--- src/rtl/vga_text_pkg.sv ---
// Shared raster timing, character-cell geometry and fetch-pipeline stage types.
package vga_text_pkg;

    localparam int unsigned H_VISIBLE_DEF = 640;
    localparam int unsigned H_FRONT       = 16;
    localparam int unsigned H_SYNC        = 96;
    localparam int unsigned H_BACK        = 48;
    localparam int unsigned H_TOTAL       = 800;

    localparam int unsigned V_VISIBLE_DEF = 480;
    localparam int unsigned V_FRONT       = 10;
    localparam int unsigned V_SYNC        = 2;
    localparam int unsigned V_BACK        = 33;
    localparam int unsigned V_TOTAL       = 525;

    localparam int unsigned CHAR_W        = 8;
    localparam int unsigned CHAR_H        = 16;
    localparam int unsigned COLS_DEF      = 80;
    localparam int unsigned ROWS_DEF      = 30;

    // Captured on the tick that issues the VRAM read.
    typedef struct packed {
        logic [3:0] row;
        logic [1:0] bsel;
        logic [2:0] px;
        logic       hs;
        logic       vs;
        logic       blank;
    } stage1_t;

    // Captured on the following tick, once the VRAM word is available.
    typedef struct packed {
        logic [2:0] px;
        logic       inv;
        logic       hs;
        logic       vs;
        logic       blank;
    } stage2_t;

    localparam stage1_t S1_RESET = '{row: '0, bsel: '0, px: '0, hs: 1'b1, vs: 1'b1, blank: 1'b0};
    localparam stage2_t S2_RESET = '{px: '0, inv: 1'b0, hs: 1'b1, vs: 1'b1, blank: 1'b0};

endpackage

--- src/rtl/vga_timing.sv ---
// Pixel-rate timing: divide-by-two pixel clock, raster counters, raw sync and blank.
module vga_timing
    import vga_text_pkg::*;
#(
    parameter int unsigned H_VISIBLE = H_VISIBLE_DEF,
    parameter int unsigned V_VISIBLE = V_VISIBLE_DEF
) (
    input  logic       clk,
    input  logic       rst_n,
    output logic       pixel_clk,
    output logic       tick,
    output logic [9:0] hc,
    output logic [9:0] vc,
    output logic       hs,
    output logic       vs,
    output logic       blank
);

    localparam int unsigned H_END    = H_VISIBLE + H_FRONT + H_SYNC + H_BACK;
    localparam int unsigned V_END    = V_VISIBLE + V_FRONT + V_SYNC + V_BACK;
    localparam int unsigned HS_START = H_VISIBLE + H_FRONT;
    localparam int unsigned HS_STOP  = HS_START + H_SYNC;
    localparam int unsigned VS_START = V_VISIBLE + V_FRONT;
    localparam int unsigned VS_STOP  = VS_START + V_SYNC;

    logic run;

    // One idle CLK after reset so the first 0->1 of pixel_clk lands on the second edge.
    always_ff @(posedge clk or negedge rst_n) begin
        if (!rst_n) begin
            run       <= 1'b0;
            pixel_clk <= 1'b0;
        end else begin
            run       <= 1'b1;
            pixel_clk <= run & ~pixel_clk;
        end
    end

    assign tick = run & ~pixel_clk;

    // Raster position; the tick carries the pre-advance (hc,vc).
    always_ff @(posedge clk or negedge rst_n) begin
        if (!rst_n) begin
            hc <= '0;
            vc <= '0;
        end else if (tick) begin
            if (hc == 10'(H_END - 1)) begin
                hc <= '0;
                vc <= (vc == 10'(V_END - 1)) ? '0 : vc + 10'd1;
            end else begin
                hc <= hc + 10'd1;
            end
        end
    end

    // Raw sync pulses and visible-region flag decoded from the counters.
    always_comb begin
        hs    = !((hc >= 10'(HS_START)) && (hc < 10'(HS_STOP)));
        vs    = !((vc >= 10'(VS_START)) && (vc < 10'(VS_STOP)));
        blank = (hc < 10'(H_VISIBLE)) && (vc < 10'(V_VISIBLE));
    end

endmodule

--- src/rtl/vga_text_renderer.sv ---
// Text-mode VGA renderer: VRAM fetch, font lookup, colour mux and aligned sync outputs.
module vga_text_renderer
    import vga_text_pkg::*;
#(
    parameter int unsigned H_VISIBLE = 640,
    parameter int unsigned V_VISIBLE = 480,
    parameter int unsigned COLS      = 80,
    parameter int unsigned ROWS      = 30
) (
    input  logic        CLK,
    input  logic        RESET_N,
    output logic [9:0]  VRAM_ADDR,
    input  logic [31:0] VRAM_RDATA,
    output logic [10:0] FONT_ADDR,
    input  logic [7:0]  FONT_DATA,
    input  logic [11:0] FG_COLOR,
    input  logic [11:0] BG_COLOR,
    output logic [3:0]  red,
    output logic [3:0]  green,
    output logic [3:0]  blue,
    output logic        hs,
    output logic        vs,
    output logic        blank,
    output logic        sync,
    output logic        pixel_clk
);

    logic        tick;
    logic [9:0]  hc;
    logic [9:0]  vc;
    logic        hs_raw;
    logic        vs_raw;
    logic        vis;
    logic [11:0] idx;
    logic [7:0]  sel_byte;
    logic        pix_on;
    logic [11:0] colour;
    logic [11:0] fg_q;
    logic [11:0] bg_q;
    stage1_t     s1;
    stage2_t     s2;

    vga_timing #(
        .H_VISIBLE (H_VISIBLE),
        .V_VISIBLE (V_VISIBLE)
    ) u_timing (
        .clk       (CLK),
        .rst_n     (RESET_N),
        .pixel_clk (pixel_clk),
        .tick      (tick),
        .hc        (hc),
        .vc        (vc),
        .hs        (hs_raw),
        .vs        (vs_raw),
        .blank     (vis)
    );

    assign sync = 1'b0;

    // Character index, byte select into the VRAM word, font address and pixel colour.
    always_comb begin
        idx       = 12'(vc[9:4]) * 12'(COLS) + 12'(hc[9:3]);
        sel_byte  = VRAM_RDATA[{s1.bsel, 3'b000} +: 8];
        FONT_ADDR = {sel_byte[6:0], s1.row};
        pix_on    = FONT_DATA[3'd7 - s2.px] ^ s2.inv;
        colour    = s2.blank ? (pix_on ? fg_q : bg_q) : '0;
    end

    // Tick-rate fetch pipeline; stage 2 samples the VRAM word one pixel after the address went out.
    always_ff @(posedge CLK or negedge RESET_N) begin
        if (!RESET_N) begin
            VRAM_ADDR <= '0;
            s1        <= S1_RESET;
            s2        <= S2_RESET;
            fg_q      <= '0;
            bg_q      <= '0;
        end else if (tick) begin
            VRAM_ADDR <= (vis && (idx < 12'(COLS * ROWS))) ? idx[11:2] : '0;
            s1        <= '{row: vc[3:0], bsel: idx[1:0], px: hc[2:0], hs: hs_raw, vs: vs_raw, blank: vis};
            s2        <= '{px: s1.px, inv: sel_byte[7], hs: s1.hs, vs: s1.vs, blank: s1.blank};
            if ((hc == '0) && (vc == '0)) begin
                fg_q <= FG_COLOR;
                bg_q <= BG_COLOR;
            end
        end
    end

    // Output register, loaded on the CLK edge between ticks once FONT_DATA is valid.
    always_ff @(posedge CLK or negedge RESET_N) begin
        if (!RESET_N) begin
            red   <= '0;
            green <= '0;
            blue  <= '0;
            hs    <= 1'b1;
            vs    <= 1'b1;
            blank <= 1'b0;
        end else if (pixel_clk) begin
            red   <= colour[11:8];
            green <= colour[7:4];
            blue  <= colour[3:0];
            hs    <= s2.hs;
            vs    <= s2.vs;
            blank <= s2.blank;
        end
    end

endmodule

--- config.mk ---
export PLATFORM = sky130hd
export DESIGN_NAME = vga_text_renderer
export DESIGN_NICKNAME = d
export VERILOG_FILES = /design/src/rtl/vga_text_pkg.sv /design/src/rtl/vga_timing.sv /design/src/rtl/vga_text_renderer.sv
export SDC_FILE = /design/constraint.sdc
export NUM_CORES = 1
export LEC_CHECK = 0
export ABC_AREA = 1
export ABC_CLOCK_PERIOD_IN_PS = 3180
export CAP_MARGIN = 20
export CORE_UTILIZATION = 54
export CTS_BUF_LIST = sky130_fd_sc_hd__clkbuf_8
export DETAILED_ROUTE_END_ITERATION = 16
export HOLD_SLACK_MARGIN = 0.08
export PLACE_DENSITY = 0.83
export SLEW_MARGIN = 5
export SYNTH_ARGS = -nofsm -noshare
export SYNTH_HDL_FRONTEND = slang
export SYNTH_SLANG_ARGS = --single-unit
--- constraint.sdc ---
create_clock -name CLK -period 3.18 [get_ports CLK]
set_input_delay 0.636 -clock CLK [delete_from_list [all_inputs] [get_ports CLK]]
set_output_delay 0.636 -clock CLK [all_outputs]
set_load 0.05 [all_outputs]
### Word level (Yosys, flattened, before mapping)

Cells that the tools add are included.

| storage, ports and cells | value |
|---|---|
| bits of input ports | 66 |
| flip-flop bits (word level) | 90 |
| word-level logic and storage cells | 61 |
| output and inout bits | 38 |

| cells by class | value |
|---|---|
| shifts and indexed selects | 1 |
| $mul | 1 |
| reduce and logical (&&, ||, !) cells | 11 |
| bitwise gates (word level) | 3 |
| eq/ne operators | 2 |
| $lt $le $gt $ge | 8 |
| multiplexer cells | 7 |
| add/sub/neg operators | 4 |

Operator list:

| kind | number |
|---|---|
| variable part select 32 x 6 -> 8 bit | 1 |
| 2-to-1 mux 10 bit | 3 |
| 2-to-1 mux 12 bit | 2 |
| adder 10 x 1 -> 10 bit (second input constant) | 2 |
| equality test 10 bit (second input constant) | 2 |
| zero test 10 bit | 2 |
| less-than comparator 10 bit (second input constant) | 2 |
| less-than comparator 10 x 9 -> 1 bit (second input constant) | 2 |
| adder 12 x 7 -> 12 bit | 1 |
| less-than comparator 12 bit (second input constant) | 1 |
| >= comparator 10 bit (second input constant) | 1 |
| >= comparator 10 x 9 -> 1 bit (second input constant) | 1 |
| multiplier 6 x 3 -> 8 bit (second input constant) | 1 |
| logical AND 1 bit | 5 |
| less-than comparator 3 x 4 -> 1 bit (second input constant) | 1 |
| AND reduction 2 bit | 2 |
| binary-select mux 1 bit (select 3 bit) | 1 |
| subtractor 3 bit (first input constant) | 1 |
| zero test 1 bit | 2 |
| bitwise AND 1 bit | 1 |
| 2-to-1 mux 1 bit | 1 |
| NOT 1 bit | 1 |
| XOR 1 bit | 1 |

### Depth between registers and ports, before layout

Gate-level depths: netlist of the first run.

| depth | value |
|---|---|
| depth after elaboration | 6 |
| mapped depth | 14 |
| gate-level depth less buffers | 14 |

### By module

A second synthesis of the first run with hierarchy kept.

| second synthesis, totals | value |
|---|---|
| cell total of the unflattened synthesis | 659 |
| area, all modules | 5,103.6 um^2 |

By module, submodules not included:

| module | sequential area each (um^2) | times used | area each (um^2) | cells each |
|---|---|---|---|---|
| vga_text_renderer | 1,709.1 | 1 | 3,789.9 | 493 |
| vga_timing | 550.5 | 1 | 1,313.8 | 166 |

### Worst setup path before layout of the first run

Ideal clock, no wire load.

| path | value |
|---|---|
| path kind | reg2reg |
| start | reg u_timing.vc[7] |
| end | reg VRAM_ADDR[9] |
| stages on the path, launching flop included | 13 |
| buffers on the path | 0 |
| setup slack | 917 ps |
| period minus slack after synthesis | 2,263 ps |
| required time | 3,062 ps |
| arrival time | 2,145 ps |
| setup time | 118 ps |
| cell sequence | dfrtp_1 > ha_1 > ha_1 > inv_1 > fa_1 > nor2_2 > nand3_2 > nor2_1 > nand2_1 > nand2_1 > nand2_4 > nand3_1 > nand2_1 |

| on the way | value |
|---|---|
| word-level cells in the longest chain between the ends | 5 |
| elaborated cells between the ends (all ways) | 7 |
| those cells by class | add/sub: 1; mul: 1; order compare: 2; mux: 1; reduce/logical: 2 |

Ends and longest elaborated chain:

| element | RTL line | source |
|---|---|---|
| start: declaration | vga_timing.sv:13 | `output logic [9:0] vc,` |
| start signal: assignment | vga_timing.sv:49 | `vc <= (vc == 10'(V_END - 1)) ? '0 : vc + 10'd1;` |
| multiplier 6 x 3 -> 8 bit | vga_text_renderer.sv:62 | `idx = 12'(vc[9:4]) * 12'(COLS) + 12'(hc[9:3]);` |
| adder 12 x 7 -> 12 bit | vga_text_renderer.sv:62 |  |
| less-than comparator 12 bit | vga_text_renderer.sv:78 | `VRAM_ADDR <= (vis && (idx < 12'(COLS * ROWS))) ? idx[11:2] : '0;` |
| logical AND 1 bit | vga_text_renderer.sv:78 |  |
| 2-to-1 mux 10 bit (*) | vga_text_renderer.sv:78 |  |
| end signal: assignment | vga_text_renderer.sv:78 |  |
| end: declaration | vga_text_renderer.sv:12 | `output logic [9:0] VRAM_ADDR,` |

Mark *: on every way between the ends. The rest lies on a longest branch, timed or not.
A chain may end at the register's enable or synchronous reset.

### Final worst setup path of the first run

| path | value |
|---|---|
| start | reg s1[6] in the netlist's numbering |
| end | out FONT_ADDR[6] |

| on the way | value |
|---|---|
| word-level cells in the longest chain between the ends | 1 |

Ends and longest elaborated chain:

| element | RTL line | source |
|---|---|---|
| start: declaration | vga_text_renderer.sv:40 | `stage1_t s1;` |
| start signal: assignment | vga_text_renderer.sv:79 | `s1 <= '{row: vc[3:0], bsel: idx[1:0], px: hc[2:0], hs: hs_raw, vs: vs_raw, blank: vis};` |
| variable part select 32 x 6 -> 8 bit | vga_text_renderer.sv:63 | `sel_byte = VRAM_RDATA[{s1.bsel, 3'b000} +: 8];` |
| end: declaration | vga_text_renderer.sv:14 | `output logic [10:0] FONT_ADDR,` |

Every way passes these cells.

==> impl_metrics.json, run 1 <==
{
  "rows": 35,
  "die_w_um": 99.4,
  "post-synth-top-count-cell": "nand2_1",
  "routabilityCongestion": 0.849,
  "wire_per_inst_um": 14.0,
  "worstMarginPinSlew_ps": 765,
  "holdWs_ps": 182,
  "grt_overflow": 0,
  "multi_input_area_um2": 2280,
  "fin_crit_sh_pct": 90.4,
  "htree_levels": 3,
  "start_kind": "register",
  "postCtsSetupBuffers": 0,
  "timing.rr.start": "u_timing.vc[7]",
  "clock_path_buffers": 2,
  "syn-num-nets": 718,
  "start_util_pct": 55.7,
  "netlist_area_um2": 5130,
  "vias": 4465,
  "place_hpwl_mm": 8.57,
  "p_per_area_nw_per_um2": 673,
  "grt_setup_unrepaired": "no",
  "tritoncts": "yes",
  "clkPwrFrac_pct": 17.0,
  "max_freq_ghz": 0.348,
  "synth.yosys.warnings": 0,
  "status": "finished, final reports clean",
  "synthTopCellsByArea": "dfrtp_1, nand2_1, inv_1",
  "cts_root_buf": "clkbuf_8",
  "synth_edf_count": 0,
  "path_clk_slew_ps": 100,
  "coreArea_um2": 9200,
  "netlist_top_cells_count": "nand2_1, inv_1, dfrtp_1",
  "hold_class": "in -> async",
  "p_seq_share_pct": 39.8,
  "finalSetupViolCount": 0,
  "switching_power_w": 0.00181,
  "grt_max_degree": 91,
  "nNetsFinal": 799,
  "port_buffers": 102,
  "clock-skew-final_ps": 15.2,
  "drtIter0Drc": 216,
  "leakagePower_nw": 3.13,
  "path_max_fanout": 16,
  "grt_pass1_vias": 4320,
  "drive_above_1_share_pct": 9.15,
  "cp-startpoint": "s1[6]",
  "ant_nets": 0,
  "endpoint_kind": "primary output",
  "vias_per_cell": 5.37,
  "combPwrFrac_pct": 43.2,
  "clkSinkCount": 90,
  "layout_setup_ws_ps": 304,
  "crit_required_ps": 2540,
  "hold_viol": 0,
  "cts_buffers": 9,
  "cts_hold_buffers": 0,
  "avgSynthCellArea_um2": 8.07,
  "fin_util_pct": 68.1,
  "final_max_slew_viol_count": 0,
  "synth_cell_types": 45,
  "die_y_um": 99.4,
  "crit_arrival_ps": 2240,
  "io_pins": 104,
  "grt_pass1_wl_mm": 20.0,
  "fill_cells": 747,
  "dieArea_um2": 9890,
  "routed_wl_mm": 11.7,
  "insertion_delay_ps": 360,
  "regArea_um2": 2260,
  "p_sw_share_pct": 42.9,
  "antenna_found_initial": 0,
  "vdd_drop_max_v": 0.000258,
  "ys_seq_area_share_pct": 44.1,
  "grtUsageTotal_pct": 25.2,
  "maxCapViolations": 0,
  "pre_cts_ws_ps": 334,
  "synth_async_sr_flop_share_pct": 100,
  "synth_area_leader_cell": "dfrtp_1",
  "p_int_w": 0.00241,
  "synth-seq-cells": 90,
  "area_delta_synth_final_pct": 22.2,
  "drc": 0,
  "relSlewSlack_pct": 48.8,
  "synth_top_area_share_pct": 41.0,
  "fin_setup_tns_ps": 0,
  "synthCells": 635,
  "ctsResizeCount": 0,
  "num_antenna_cells": 0,
  "drtPass1Iterations": 5,
  "finalCriticalPeriod_ps": 2880,
  "synth_ff_type": "dfrtp_1",
  "crit_type": "reg -> out"
}
metrics by stage:
stage	area (um2)	instances	total power (W)
final	6260	832	0.00422
after global routing	6260	832	0.00451
after CTS	6240	831	0.00423
after detailed placement	6060	815	0.00351
after global placement	6060	815	0.00343
after floorplan	5130	635	0.00305
cell usage in the layout, fill, tap and decap left out, drive strengths merged:
| cell | instances |
|---|---|
| conb | 2 |
| nand3b | 13 |
| nand4 | 5 |
| clkdlybuf4s50 | 101 |
| clkbuf | 9 |
| clkinv | 6 |
| nor3 | 10 |
| nor3b | 2 |
| dfstp | 6 |
| nand2 | 162 |
| ha | 15 |
| o21bai | 1 |
| clkinvlp | 1 |
| a31oi | 1 |
| a21oi | 7 |
| xnor2 | 5 |
| inv | 92 |
| fa | 2 |
| dfrtp | 84 |
| nor2 | 40 |
| o21ai | 67 |
| o31ai | 3 |
| buf | 4 |
| nor4 | 5 |
| a32oi | 1 |
| or2 | 1 |
| nand3 | 62 |
| xor2 | 6 |
| o22ai | 8 |
critical path: stages (launching register included):
cell             delay (ps)
dfrtp_1                 380
inv_1                   320
o21ai_0                 180
o22ai_1                 170
clkdlybuf4s50_1         830
registers in the layout, indices dropped and copies added (netlist names):
signal and flops:
bg_q 12, fg_q 12, VRAM_ADDR 10, u_timing.hc 10, u_timing.vc 10, s1 8
s2 7, FONT_ADDR 4, blue 4, green 4, red 4, blank 1
hs 1, u_timing.pixel_clk 1, u_timing.run 1, vs 1
power by group through the flow:
stage          Clock (W)  Combinational (W)  Sequential, W
2_1_floorplan          0            0.00114        0.00190
3_3_place_gp           0            0.00175        0.00167
4_1_cts         0.000732            0.00182        0.00168
6_report        0.000717            0.00182        0.00168
3_5_place_dp           0            0.00181        0.00170
5_1_grt         0.000788            0.00200        0.00172
path summary, 6_finish.rpt:
check,end,slack (ps),cells after the start
setup / recovery,FONT_ADDR[6],300,4
hold / removal,green[2],180,1
setup reg to reg,VRAM_ADDR[4],570,13
hold reg to reg,hs,470,2
max in group asynchronous,s1[1],2300,2
min in group CLK,hs,470,2
final cells by class:
cell class | instances | share of cell area [%]
well taps | 111 | 2.22
clock inverters | 7 | 0.839
multi-input cells | 418 | 36.3
repair buffers | 105 | 16.9
flip-flops and latches | 90 | 36.1
clock buffers | 9 | 1.98
inverters | 92 | 5.63
routing by layer:
layer,vias up,track usage [%],routed length [um]
met5,-,0,0
met4,0,8.94,167
met3,20,3.79,443
met2,119,44.1,6050
met1,2138,32.0,4990
li1,2188,-,-
kinds of logic (layout without fill, tap and decap cells):
group | Yosys count | after routing | synth area share (%)
fa+ha+maj | 17 | 17 | 4.44
compound gates | 88 | 88 | 9.37
buf+inv | 127 | 213 | 11.5
simple gates | 300 | 300 | 28.6
xor+xnor | 11 | 11 | 1.88
flops | 90 | 90 | 44.1
other cells | 2 | 2 | 0.147
(Power assumes the default switching activity.)
==> inputs of run 2 (changes only) <==
CTS_CLUSTER_SIZE = 30   (was default)
==> results of run 2 <==
The final DEF is identical to that of run 1; final timing and power are the same.
==> inputs of run 3 (changes only) <==
PLACE_DENSITY = default   (was 0.83)
PLACE_DENSITY_LB_ADDON = 0.15   (was default)
==> run 3 against run 2 <==
  * Hold slack gained 87 ps
  * Non-clock buffer count rose by 1
  * Routed wire length is 0.88% lower
  * Register-to-register slack improved by 70 ps
  * Maximum frequency is 1.1% lower
  * Sequential power about the same
  * Critical endpoint is now FONT_ADDR[4]
  * Largest power group unchanged
  * Highest routed layer unchanged
==> impl_metrics.json, run 3 (synthesized netlist as in run 1, its figures left out) <==
{
  "relSlewSlack_pct": 53.6,
  "grt_pass1_vias": 4350,
  "path_delay_family": "buffers and inverters",
  "crit_arrival_ps": 2270,
  "hold_viol": 0,
  "crit_chain": "inv_1 -> o21ai_0 -> o22ai_1 -> clkdlybuf4s50_1",
  "io_pins": 104,
  "wire_per_inst_um": 13.9,
  "htree_levels": 3,
  "drtPass1Iterations": 6,
  "leakagePower_nw": 3.15,
  "grt_pass1_wl_mm": 19.6,
  "path_max_fanout": 10,
  "vias": 4437,
  "max_freq_ghz": 0.344,
  "port_buffers": 102,
  "clock-skew-final_ps": 12.4,
  "stdcell_count": 833,
  "maxCapViolations": 0,
  "path_clk_slew_ps": 90,
  "insertion_delay_ps": 370,
  "drive_above_1_share_pct": 9.28,
  "area_delta_synth_final_pct": 22.6,
  "die_y_um": 99.4,
  "grt_max_degree": 49,
  "place_hpwl_mm": 8.59,
  "start_kind": "register",
  "vias_per_cell": 5.33,
  "worstMarginPinSlew_ps": 694,
  "cp_slowest_cell": "clkdlybuf4s50_1",
  "endpoint_kind": "primary output",
  "cts_root_buf": "clkbuf_8",
  "clkSinkCount": 90,
  "dieArea_um2": 9890,
  "dpl_cell_area_um2": 6080,
  "coreArea_um2": 9200,
  "grt_setup_unrepaired": "no",
  "fin_setup_tns_ps": 0,
  "cpPeakStageDelay_ps": 850,
  "ant_nets": 0,
  "drtIter0Drc": 149,
  "rows": 35,
  "grt_overflow": 0,
  "tritoncts": "yes",
  "final_area_um2": 6280,
  "clock_path_buffers": 2,
  "finalCriticalPeriod_ps": 2910,
  "final_max_slew_viol_count": 0,
  "routabilityCongestion": 0.895,
  "crit_type": "reg -> out",
  "postCtsSetupBuffers": 0,
  "grtUsageTotal_pct": 24.9,
  "vdd_drop_max_v": 0.000315,
  "hold_class": "in -> async",
  "routed_wl_mm": 11.5,
  "place_inst": 817,
  "antenna_found_initial": 0,
  "top_regs": "bg_q: 12 flops, fg_q: 12 flops",
  "die_w_um": 99.4,
  "num_antenna_cells": 0,
  "start_util_pct": 55.7,
  "final_common_cell": "nand2_1",
  "status": "finished, final reports clean",
  "drc": 0,
  "finalSetupViolCount": 0,
  "mostFrequentLayoutCells": "nand2_1, clkdlybuf4s50_1, inv_1",
  "cts_hold_buffers": 0,
  "crit_buf_inv": 2,
  "crit_required_ps": 2540,
  "p_per_area_nw_per_um2": 687,
  "nNetsFinal": 800,
  "cts_buffers": 9,
  "fin_crit_sh_pct": 91.5,
  "ctsResizeCount": 0
}
-- run 3: cell count changes in the layout (fill, tap and decap cells not counted) --
cell | before | now
buf_4 | 3 | 5
inv_8 | 0 | 2
buf_16 | 1 | 0
bufinv_16 | 0 | 1
clkinv_2 | 2 | 1
clkinv_4 | 3 | 2
clkinvlp_4 | 1 | 0
-- run 3: area by class of cell --
cell class	instances	area, um2
fill	765	2910
clock inverter	7	83.8
sequential	90	2260
timing repair buffer	106	1050
multi-input combinational	418	2280
clock buffer	9	124
inverter	92	353
tap	111	139
-- run 3: stage by stage --
step	hold slack (ps)	power, W	setup slack [ps]	util, %
floorplan	340	0.00305	917	-
global placement	451	0.00344	415	66.1
detailed placement	464	0.00352	292	66.1
CTS	285	0.00433	288	68.3
global route	305	0.00459	175	68.3
finish	269	0.00432	272	68.3
-- run 3: power breakdown --
part,internal [W],switching (W)
Combinational,0.000658,0.00116
Clock,0.000380,0.000436
Sequential,0.00146,0.000221
Total,0.00250,0.00182
-- run 3: layer usage --
layer	up-vias	share of wire, %	GRT usage (%)
li1	2191	-	-
met1	2118	43	31.0
met2	106	51	43.6
met3	22	3.9	3.51
met4	0	1.7	10.5
met5	-	0	0
-- run 3: final timing paths --
check	start	endpoint	slack (ps)	cells after the start
min in group CLK	hs	hs	470	2
max	s1[7]	FONT_ADDR[4]	270	4
min	RESET_N	s2[5]	270	1
max in group asynchronous	RESET_N	vs	2130	2
max reg2reg	u_timing.vc[7]	VRAM_ADDR[8]	640	13
min reg2reg	hs	hs	470	2
